===== config.mk =====
export PLATFORM = sky130hd
export DESIGN_NAME = mano_seq_ctrl
export DESIGN_NICKNAME = d
export VERILOG_FILES = /design/src/rtl/ctrl_pkg.sv /design/src/rtl/ctrl_rr_dec.sv /design/src/rtl/mano_seq_ctrl.sv
export SDC_FILE = /design/constraint.sdc
export NUM_CORES = 1
export LEC_CHECK = 0
export CORE_UTILIZATION = 38
export DETAILED_ROUTE_END_ITERATION = 6
export HOLD_SLACK_MARGIN = 0.08
export PLACE_DENSITY_LB_ADDON = 0.25
export SKIP_CTS_REPAIR_TIMING = 1
export SLEW_MARGIN = 5
export SYNTH_ARGS = -nofsm -noshare
export SYNTH_HDL_FRONTEND = slang
export SYNTH_SLANG_ARGS = --single-unit
export TNS_END_PERCENT = 20

===== constraint.sdc =====
create_clock -name clk -period 1.8 [get_ports clk]
set_clock_uncertainty 0.15 [all_clocks]
set_input_delay 0.36 -clock clk [delete_from_list [all_inputs] [get_ports clk]]
set_output_delay 0.36 -clock clk [all_outputs]
set_load 0.02 [all_outputs]

===== src/rtl/ctrl_pkg.sv =====
// Shared types and encodings for the mano_seq_ctrl sequencer: state enum,
// ALU function codes, common-bus select codes and instruction field positions.
package ctrl_pkg;

    typedef enum logic [4:0] {
        FETCH0, FETCH1, DECODE, INDIR, EXEC_RD, EXEC_ALU, EXEC_WR, BUN,
        BSA_WR, BSA_JMP, ISZ_INC, ISZ_WR, EXEC_REG, EXEC_IO, HALT,
        INT0, INT1, INT2
    } state_t;

    localparam logic [3:0] ALU_AND = 4'b0000;
    localparam logic [3:0] ALU_ADD = 4'b0001;
    localparam logic [3:0] ALU_LDA = 4'b0010;
    localparam logic [3:0] ALU_CMA = 4'b0011;
    localparam logic [3:0] ALU_CIR = 4'b0100;
    localparam logic [3:0] ALU_CIL = 4'b0101;
    localparam logic [3:0] ALU_CLA = 4'b0110;
    localparam logic [3:0] ALU_INC = 4'b0111;
    localparam logic [3:0] ALU_CLE = 4'b1000;
    localparam logic [3:0] ALU_CME = 4'b1001;
    localparam logic [3:0] ALU_NOP = 4'b1111;

    localparam logic [2:0] BUS_NONE = 3'd0;
    localparam logic [2:0] BUS_AR   = 3'd1;
    localparam logic [2:0] BUS_PC   = 3'd2;
    localparam logic [2:0] BUS_DR   = 3'd3;
    localparam logic [2:0] BUS_AC   = 3'd4;
    localparam logic [2:0] BUS_IR   = 3'd5;
    localparam logic [2:0] BUS_MEM  = 3'd7;

    // Field positions counted down from the top of the instruction word
    localparam int I_OFS      = 1;
    localparam int OPC_HI_OFS = 2;
    localparam int OPC_LO_OFS = 4;
    localparam int RR_W       = 12;

    localparam logic [2:0] OP_AND = 3'd0;
    localparam logic [2:0] OP_ADD = 3'd1;
    localparam logic [2:0] OP_LDA = 3'd2;
    localparam logic [2:0] OP_STA = 3'd3;
    localparam logic [2:0] OP_BUN = 3'd4;
    localparam logic [2:0] OP_BSA = 3'd5;
    localparam logic [2:0] OP_ISZ = 3'd6;
    localparam logic [2:0] OP_RR  = 3'd7;

    localparam int RR_CLA = 11, RR_CLE = 10, RR_CMA = 9, RR_CME = 8;
    localparam int RR_CIR = 7, RR_CIL = 6, RR_INC = 5, RR_SPA = 4;
    localparam int RR_SNA = 3, RR_SZA = 2, RR_SZE = 1, RR_HLT = 0;
    localparam int IO_ION = 7, IO_IOF = 6;

endpackage


===== src/rtl/ctrl_rr_dec.sv =====
// Combinational register-reference decoder: ALU function, AC/E load enables,
// skip condition and halt request from the low 12 instruction bits.
module ctrl_rr_dec
    import ctrl_pkg::*;
(
    input  logic [RR_W-1:0] rr_bits,
    input  logic            ac_zero,
    input  logic            ac_msb,
    input  logic            e_val,
    output logic [3:0]      alu_op,
    output logic            ac_ld,
    output logic            e_en,
    output logic            skip,
    output logic            hlt
);

    // AC-modifying ops take precedence over E-only ops when several bits are set
    always_comb begin
        if      (rr_bits[RR_CLA]) alu_op = ALU_CLA;
        else if (rr_bits[RR_CMA]) alu_op = ALU_CMA;
        else if (rr_bits[RR_CIR]) alu_op = ALU_CIR;
        else if (rr_bits[RR_CIL]) alu_op = ALU_CIL;
        else if (rr_bits[RR_INC]) alu_op = ALU_INC;
        else if (rr_bits[RR_CLE]) alu_op = ALU_CLE;
        else if (rr_bits[RR_CME]) alu_op = ALU_CME;
        else                      alu_op = ALU_NOP;
    end

    assign ac_ld = rr_bits[RR_CLA] | rr_bits[RR_CMA] | rr_bits[RR_CIR] |
                   rr_bits[RR_CIL] | rr_bits[RR_INC];
    assign e_en  = rr_bits[RR_CLE] | rr_bits[RR_CME] | rr_bits[RR_CIR] |
                   rr_bits[RR_CIL];
    assign skip  = (rr_bits[RR_SPA] & ~ac_msb) | (rr_bits[RR_SNA] & ac_msb) |
                   (rr_bits[RR_SZA] & ac_zero) | (rr_bits[RR_SZE] & ~e_val);
    assign hlt   = rr_bits[RR_HLT];

endmodule


===== src/rtl/mano_seq_ctrl.sv =====
// Self-sequencing control FSM for the accumulator CPU with ready-handshake
// memory access. Define CTRL_INTR_EN to build in the interrupt cycle.
module mano_seq_ctrl
    import ctrl_pkg::*;
#(
    parameter int DW = 16,
    parameter int AW = 12
) (
    input  logic          clk,
    input  logic          rst_n,
    input  logic [DW-1:0] ir_odat,
    input  logic          mem_rdy,
    input  logic          ac_zero,
    input  logic          ac_msb,
    input  logic          e_val,
    input  logic          dr_zero,
    input  logic          run,
    input  logic          intr_req,
    output logic [2:0]    bus_sel,
    output logic          ar_ld,
    output logic          ar_inc,
    output logic          ar_clr,
    output logic          pc_ld,
    output logic          pc_inc,
    output logic          pc_clr,
    output logic          dr_ld,
    output logic          dr_inc,
    output logic          ac_ld,
    output logic          ir_ld,
    output logic          e_en,
    output logic          mem_re,
    output logic          mem_we,
    output logic [3:0]    alu_op,
    output logic          halted,
    output logic          ien
);

    state_t     state, exec_st, done_st;
    logic       ien_q;
    logic       i_bit;
    logic [2:0] opc;
    logic [3:0] rr_alu;
    logic       rr_ac_ld, rr_e_en, rr_skip, rr_hlt;
    logic          unused_ir;
    logic [AW-1:0] unused_addr;

    assign i_bit       = ir_odat[DW-I_OFS];
    assign opc         = ir_odat[DW-OPC_HI_OFS:DW-OPC_LO_OFS];
    assign unused_ir   = ^{ir_odat, intr_req};
    assign unused_addr = ir_odat[AW-1:0];

    ctrl_rr_dec u_rr_dec (
        .rr_bits (ir_odat[RR_W-1:0]),
        .ac_zero (ac_zero),
        .ac_msb  (ac_msb),
        .e_val   (e_val),
        .alu_op  (rr_alu),
        .ac_ld   (rr_ac_ld),
        .e_en    (rr_e_en),
        .skip    (rr_skip),
        .hlt     (rr_hlt)
    );

    always_comb begin
        case (opc)
            OP_STA:  exec_st = EXEC_WR;
            OP_BUN:  exec_st = BUN;
            OP_BSA:  exec_st = BSA_WR;
            default: exec_st = EXEC_RD;
        endcase
    end

    // Interrupts are sampled only at instruction boundaries, using ien as it
    // stood during the instruction just finished.
    always_comb begin
        done_st = FETCH0;
`ifdef CTRL_INTR_EN
        if (ien_q && intr_req) done_st = INT0;
`endif
    end

    always_ff @(posedge clk) begin
        if (!rst_n) begin
            state <= FETCH0;
            ien_q <= 1'b0;
        end else begin
            case (state)
                FETCH0:   state <= FETCH1;
                FETCH1:   if (mem_rdy) state <= DECODE;
                DECODE: begin
                    if (opc == OP_RR) state <= i_bit ? EXEC_IO : EXEC_REG;
                    else if (i_bit)   state <= INDIR;
                    else              state <= exec_st;
                end
                INDIR:    if (mem_rdy) state <= exec_st;
                EXEC_RD:  if (mem_rdy) state <= (opc == OP_ISZ) ? ISZ_INC : EXEC_ALU;
                EXEC_ALU: state <= done_st;
                EXEC_WR:  if (mem_rdy) state <= done_st;
                BUN:      state <= done_st;
                BSA_WR:   if (mem_rdy) state <= BSA_JMP;
                BSA_JMP:  state <= done_st;
                ISZ_INC:  state <= ISZ_WR;
                ISZ_WR:   if (mem_rdy) state <= done_st;
                EXEC_REG: state <= rr_hlt ? HALT : done_st;
                EXEC_IO: begin
                    state <= done_st;
`ifdef CTRL_INTR_EN
                    if (ir_odat[IO_IOF])      ien_q <= 1'b0;
                    else if (ir_odat[IO_ION]) ien_q <= 1'b1;
`endif
                end
                HALT:     if (run) state <= done_st;
`ifdef CTRL_INTR_EN
                INT0:     state <= INT1;
                INT1:     if (mem_rdy) state <= INT2;
                INT2: begin
                    state <= FETCH0;
                    ien_q <= 1'b0;
                end
`endif
                default:  state <= FETCH0;
            endcase
        end
    end

    // Outputs decode from state and the live handshake so that a reset or an
    // unready memory suppresses strobes in the very same cycle.
    always_comb begin
        bus_sel = BUS_NONE;
        {ar_ld, ar_inc, ar_clr, pc_ld, pc_inc, pc_clr} = '0;
        {dr_ld, dr_inc, ac_ld, ir_ld, e_en, mem_re, mem_we} = '0;
        alu_op = ALU_AND;
        if (rst_n) begin
            case (state)
                FETCH0:   begin bus_sel = BUS_PC; ar_ld = 1'b1; end
                FETCH1:   begin bus_sel = BUS_MEM; mem_re = 1'b1; ir_ld = mem_rdy; pc_inc = mem_rdy; end
                DECODE:   begin bus_sel = BUS_IR; ar_ld = 1'b1; end
                INDIR:    begin bus_sel = BUS_MEM; mem_re = 1'b1; ar_ld = mem_rdy; end
                EXEC_RD:  begin bus_sel = BUS_MEM; mem_re = 1'b1; dr_ld = mem_rdy; end
                EXEC_ALU: begin
                    ac_ld  = 1'b1;
                    e_en   = (opc == OP_ADD);
                    alu_op = (opc == OP_AND) ? ALU_AND : (opc == OP_ADD) ? ALU_ADD : ALU_LDA;
                end
                EXEC_WR:  begin bus_sel = BUS_AC; mem_we = 1'b1; end
                BUN,
                BSA_JMP:  begin bus_sel = BUS_AR; pc_ld = 1'b1; end
                BSA_WR:   begin bus_sel = BUS_PC; mem_we = 1'b1; ar_inc = mem_rdy; end
                ISZ_INC:  dr_inc = 1'b1;
                ISZ_WR:   begin bus_sel = BUS_DR; mem_we = 1'b1; pc_inc = mem_rdy & dr_zero; end
                EXEC_REG: begin alu_op = rr_alu; ac_ld = rr_ac_ld; e_en = rr_e_en; pc_inc = rr_skip; end
`ifdef CTRL_INTR_EN
                INT0:     ar_clr = 1'b1;
                INT1:     begin bus_sel = BUS_PC; mem_we = 1'b1; pc_clr = mem_rdy; end
                INT2:     pc_inc = 1'b1;
`endif
                default: ;
            endcase
        end
    end

    assign halted = rst_n & (state == HALT);
    assign ien    = rst_n & ien_q;

endmodule

==> out/qor.log <==
INFO  status         run_status=finished, violations left
INFO  status         violated_checks=negative setup slack
INFO  final_layout   regMostFlops=state
INFO  sta            post-route-period-util=108%
INFO  detailed_routing wl=3260um
INFO  clock_tree     clock_latency=0.25ns
INFO  worst_setup_path slowest_stage=sky130_fd_sc_hd__clkdlybuf4s50_1
INFO  worst_setup_path cell_by_cell_listing_of_the_critical_path=clkdlybuf4s50_1, buf_4, nand3b_1, or3b_4, a31oi_4, a221oi_1, o2bb2ai_2
INFO  clock_tree     clk_pin_slew_worst_paths=0.04ns
INFO  worst_setup_path cp_endpoint_kind=flop
INFO  final_layout   post_route_cells_drive_above_1_share=44.2%
INFO  grt            grt_overflow_total=0
INFO  clock_tree     cts_sinks=4
INFO  yosys          yosys_most_used_dff=sky130_fd_sc_hd__dfxtp_1
INFO  floorplan      fp.dieArea=2350um^2
INFO  sta            layout_setup_ws=-0.138ns
INFO  grt            globalRouteTotalUtil=25.6%
INFO  worst_setup_path timing.critical_path.arrival=1.96ns
INFO  worst_setup_path worst_ep_required_time=1.83ns
INFO  yosys          syn-instance-count=131
INFO  worst_setup_path worstSetupPathType=in2reg
INFO  floorplan      start_util=41.0%
INFO  worst_setup_path worst_path_fanout_max=4
INFO  detailed_routing post_drt_via_cell_ratio=5.40
INFO  min_path       timing.hold.worst.class=reg2reg
INFO  clock_tree     clock_tree_buf_depth=2
INFO  place          dpl.hpwl=2310um
INFO  worst_setup_path timing.critical_path.max_delay_family=simple AND/OR/NAND/NOR gates
INFO  detailed_routing via_count=1,259
INFO  worst_setup_path worstSetupPathDepth=7
INFO  yosys          syn_area_per_cell=6.27um^2
INFO  final_layout   nNetsFinal=233
INFO  yosys          synth_sequential_area_ratio=9.76%
INFO  min_path       min_delay_path_depth=2
INFO  final_layout   flow.area_growth_from_synthesis=101%
INFO  grt            antenna_found_initial=0
INFO  worst_setup_path crit_buf_inv=2
INFO  power          vdd_ir_drop_max=0.000640V
INFO  yosys          yosys_warnings=0
INFO  power          switching_share=45.4%
INFO  power          clkPwrFrac=8.4%
INFO  power          static-leakage-power=0.829nW
INFO  sta            finalMaxSlewViolations=0
INFO  final_layout   most_frequent_standard_cell_in_the_layout_excluding_fill_and_tap_cells=sky130_fd_sc_hd__buf_4
INFO  yosys          postSynthRegisterBits=4
INFO  sta            hold_violations=0
INFO  floorplan      fp.dieH=48.5um
INFO  power          power-per-cell-area=872nW/um^2
INFO  final_layout   post-route-util=82.3%
INFO  worst_setup_path ff2ff_path_depth=7
INFO  clock_tree     ctsRootBufferMaster=sky130_fd_sc_hd__clkbuf_4
INFO  detailed_routing detail_route.iter0.violations=13
INFO  detailed_routing antenna_violating_nets_post_route=0
INFO  run            maxCapViolations=0
INFO  final_layout   mostFrequentLayoutCells=sky130_fd_sc_hd__buf_4 (52), sky130_fd_sc_hd__dlymetal6s2s_1 (14), sky130_fd_sc_hd__nor2_1 (12)
INFO  sta            max_freq=516MHz
INFO  power          p_int=0.784mW
INFO  yosys          yosys.cell_types.count=44
INFO  yosys          synth-edff-count=0
INFO  grt            vias_in_the_first_global_route=1,145
INFO  detailed_routing drcViolationCount=0
INFO  place          dpl_worst_slack=-0.789ns
INFO  power          power.switching=0.651mW
INFO  place          globalplace.congestion=0.921
INFO  clock_tree     cts.htree.levels=1
INFO  worst_setup_path start_kind=input port
INFO  clock_tree     cts_tree=yes
INFO  detailed_routing post_drt_wl_per_cell=14.0um
INFO  clock_tree     numCtsBuffers=3
INFO  floorplan      i_o_pins=47
INFO  sta            timing.final.setup_violations=14
INFO  final_layout   stdcell_area=1650um^2
INFO  yosys          cell_area_after_synthesis=821um^2
INFO  final_layout   largest_registers=state: 4 flops
INFO  worst_setup_path timing.critical_path.slowest_cell_delay=0.43ns
INFO  power          power_frac_seq=12.5%
INFO  floorplan      coreArea=2000um^2
INFO  floorplan      placement_rows=16
INFO  sta            fin_crit=1.94ns
INFO  place          placement.cell_area=1530um^2
INFO  final_layout   largest_register_ff_count=4
INFO  sta            grt_setup_unrepaired=true
INFO  yosys          synth_async_sr_flop_share=0%
INFO  final_layout   num-fill-cells=149
INFO  grt            largest_net_degree_at_the_start_of_global_routing=17
INFO  place          numPortBuffers=42
INFO  grt            global_route_wire_length_before_repair=4770um
INFO  power          share_comb_of_total_power=79.1%
INFO  detailed_routing detailedRoute.firstPassIterationCount=4
INFO  final_layout   diodes=0
INFO  floorplan      dieWidth=48.5um
## worst paths after layout
kind / startpoint / end / slack [ns]
hold reg to reg: state[2] / state[2] / 0.50
hold / removal: state[2] / state[2] / 0.50
setup / recovery: ir_odat[12] / state[3] / -0.14
setup reg to reg: state[1] / state[3] / 0.04
## worst min-delay path: stages (launching register included)
cell	delay, ns
sky130_fd_sc_hd__dfxtp_2	0.32
sky130_fd_sc_hd__buf_8	0.15
sky130_fd_sc_hd__o2bb2ai_1	0.13
## per-stage QoR
step           instances  TNS (ns)  total power [mW]  hold WS (ns)
2_1_floorplan        133    -0.363             0.725         0.492
5_1_grt              233     -2.16              1.54         0.514
3_5_place_dp         229    -13.15              1.22         0.535
4_1_cts              232    -12.75              1.35         0.540
6_report             233     -1.00              1.44         0.503
3_3_place_gp         229    -12.53              1.19         0.507
## metal layers
metal	vias up	global-route usage [%]	share of wire [%]
li1	628	-	-
met5	-	0	0
met1	576	30.0	43
met3	10	3.14	4.9
met4	0	13.2	3.1
met2	45	45.5	49
## kinds of logic (layout without fill, tap and decap cells)
family / count (synthesis) / after routing / share of synthesized area, %
AOI/OAI and AO/OA: 40 / 40 / 32.3
buffers and inverters: 17 / 90 / 10.1
DFF: 4 / 4 / 9.76
muxes: 3 / 3 / 3.81
other: 1 / 3 / 0.457
and+or+nand+nor: 66 / 66 / 43.6
## power by group through the flow
stage	Clock [mW]	Combinational [mW]	Sequential (mW)
after global placement	0	1.04	0.156
final	0.121	1.14	0.180
after CTS	0.125	1.07	0.158
after floorplan	0	0.584	0.141
after detailed placement	0	1.06	0.159
after global routing	0.133	1.22	0.183
## synth_stat cells (all sizes together), types with 2 or more instances
cell | n | share of area (%)
nand3 | 3 | 1.8
o21ai | 11 | 6.7
a21oi | 10 | 6.1
nor2b | 7 | 5.6
nor2 | 14 | 7.3
clkbuf | 3 | 1.4
o22ai | 2 | 1.5
nor3 | 11 | 6.7
nor3b | 4 | 3.7
buf | 10 | 6.9
inv | 4 | 1.8
nand3b | 2 | 1.8
dfxtp | 4 | 9.8
and4 | 2 | 2.1
mux2i | 2 | 2.4
a221oi | 2 | 2.1
nand2 | 13 | 5.9
a21o | 2 | 1.8
o2bb2ai | 3 | 4.0
nand2b | 3 | 2.3
o32a | 2 | 2.4
## cell type report
| cell class | instances | area (um^2) | area share [%] |
|---|---|---|---|
| Clock buffer | 3 | 22.5 | 1.37 |
| Inverter | 4 | 15.0 | 0.912 |
| Multi-Input combinational cell | 112 | 761 | 46.2 |
| Sequential cell | 4 | 90.1 | 5.47 |
| Tap cell | 27 | 33.8 | 2.05 |
| Timing Repair Buffer | 83 | 724 | 44.0 |
Power figures use the tool's default switching activity.
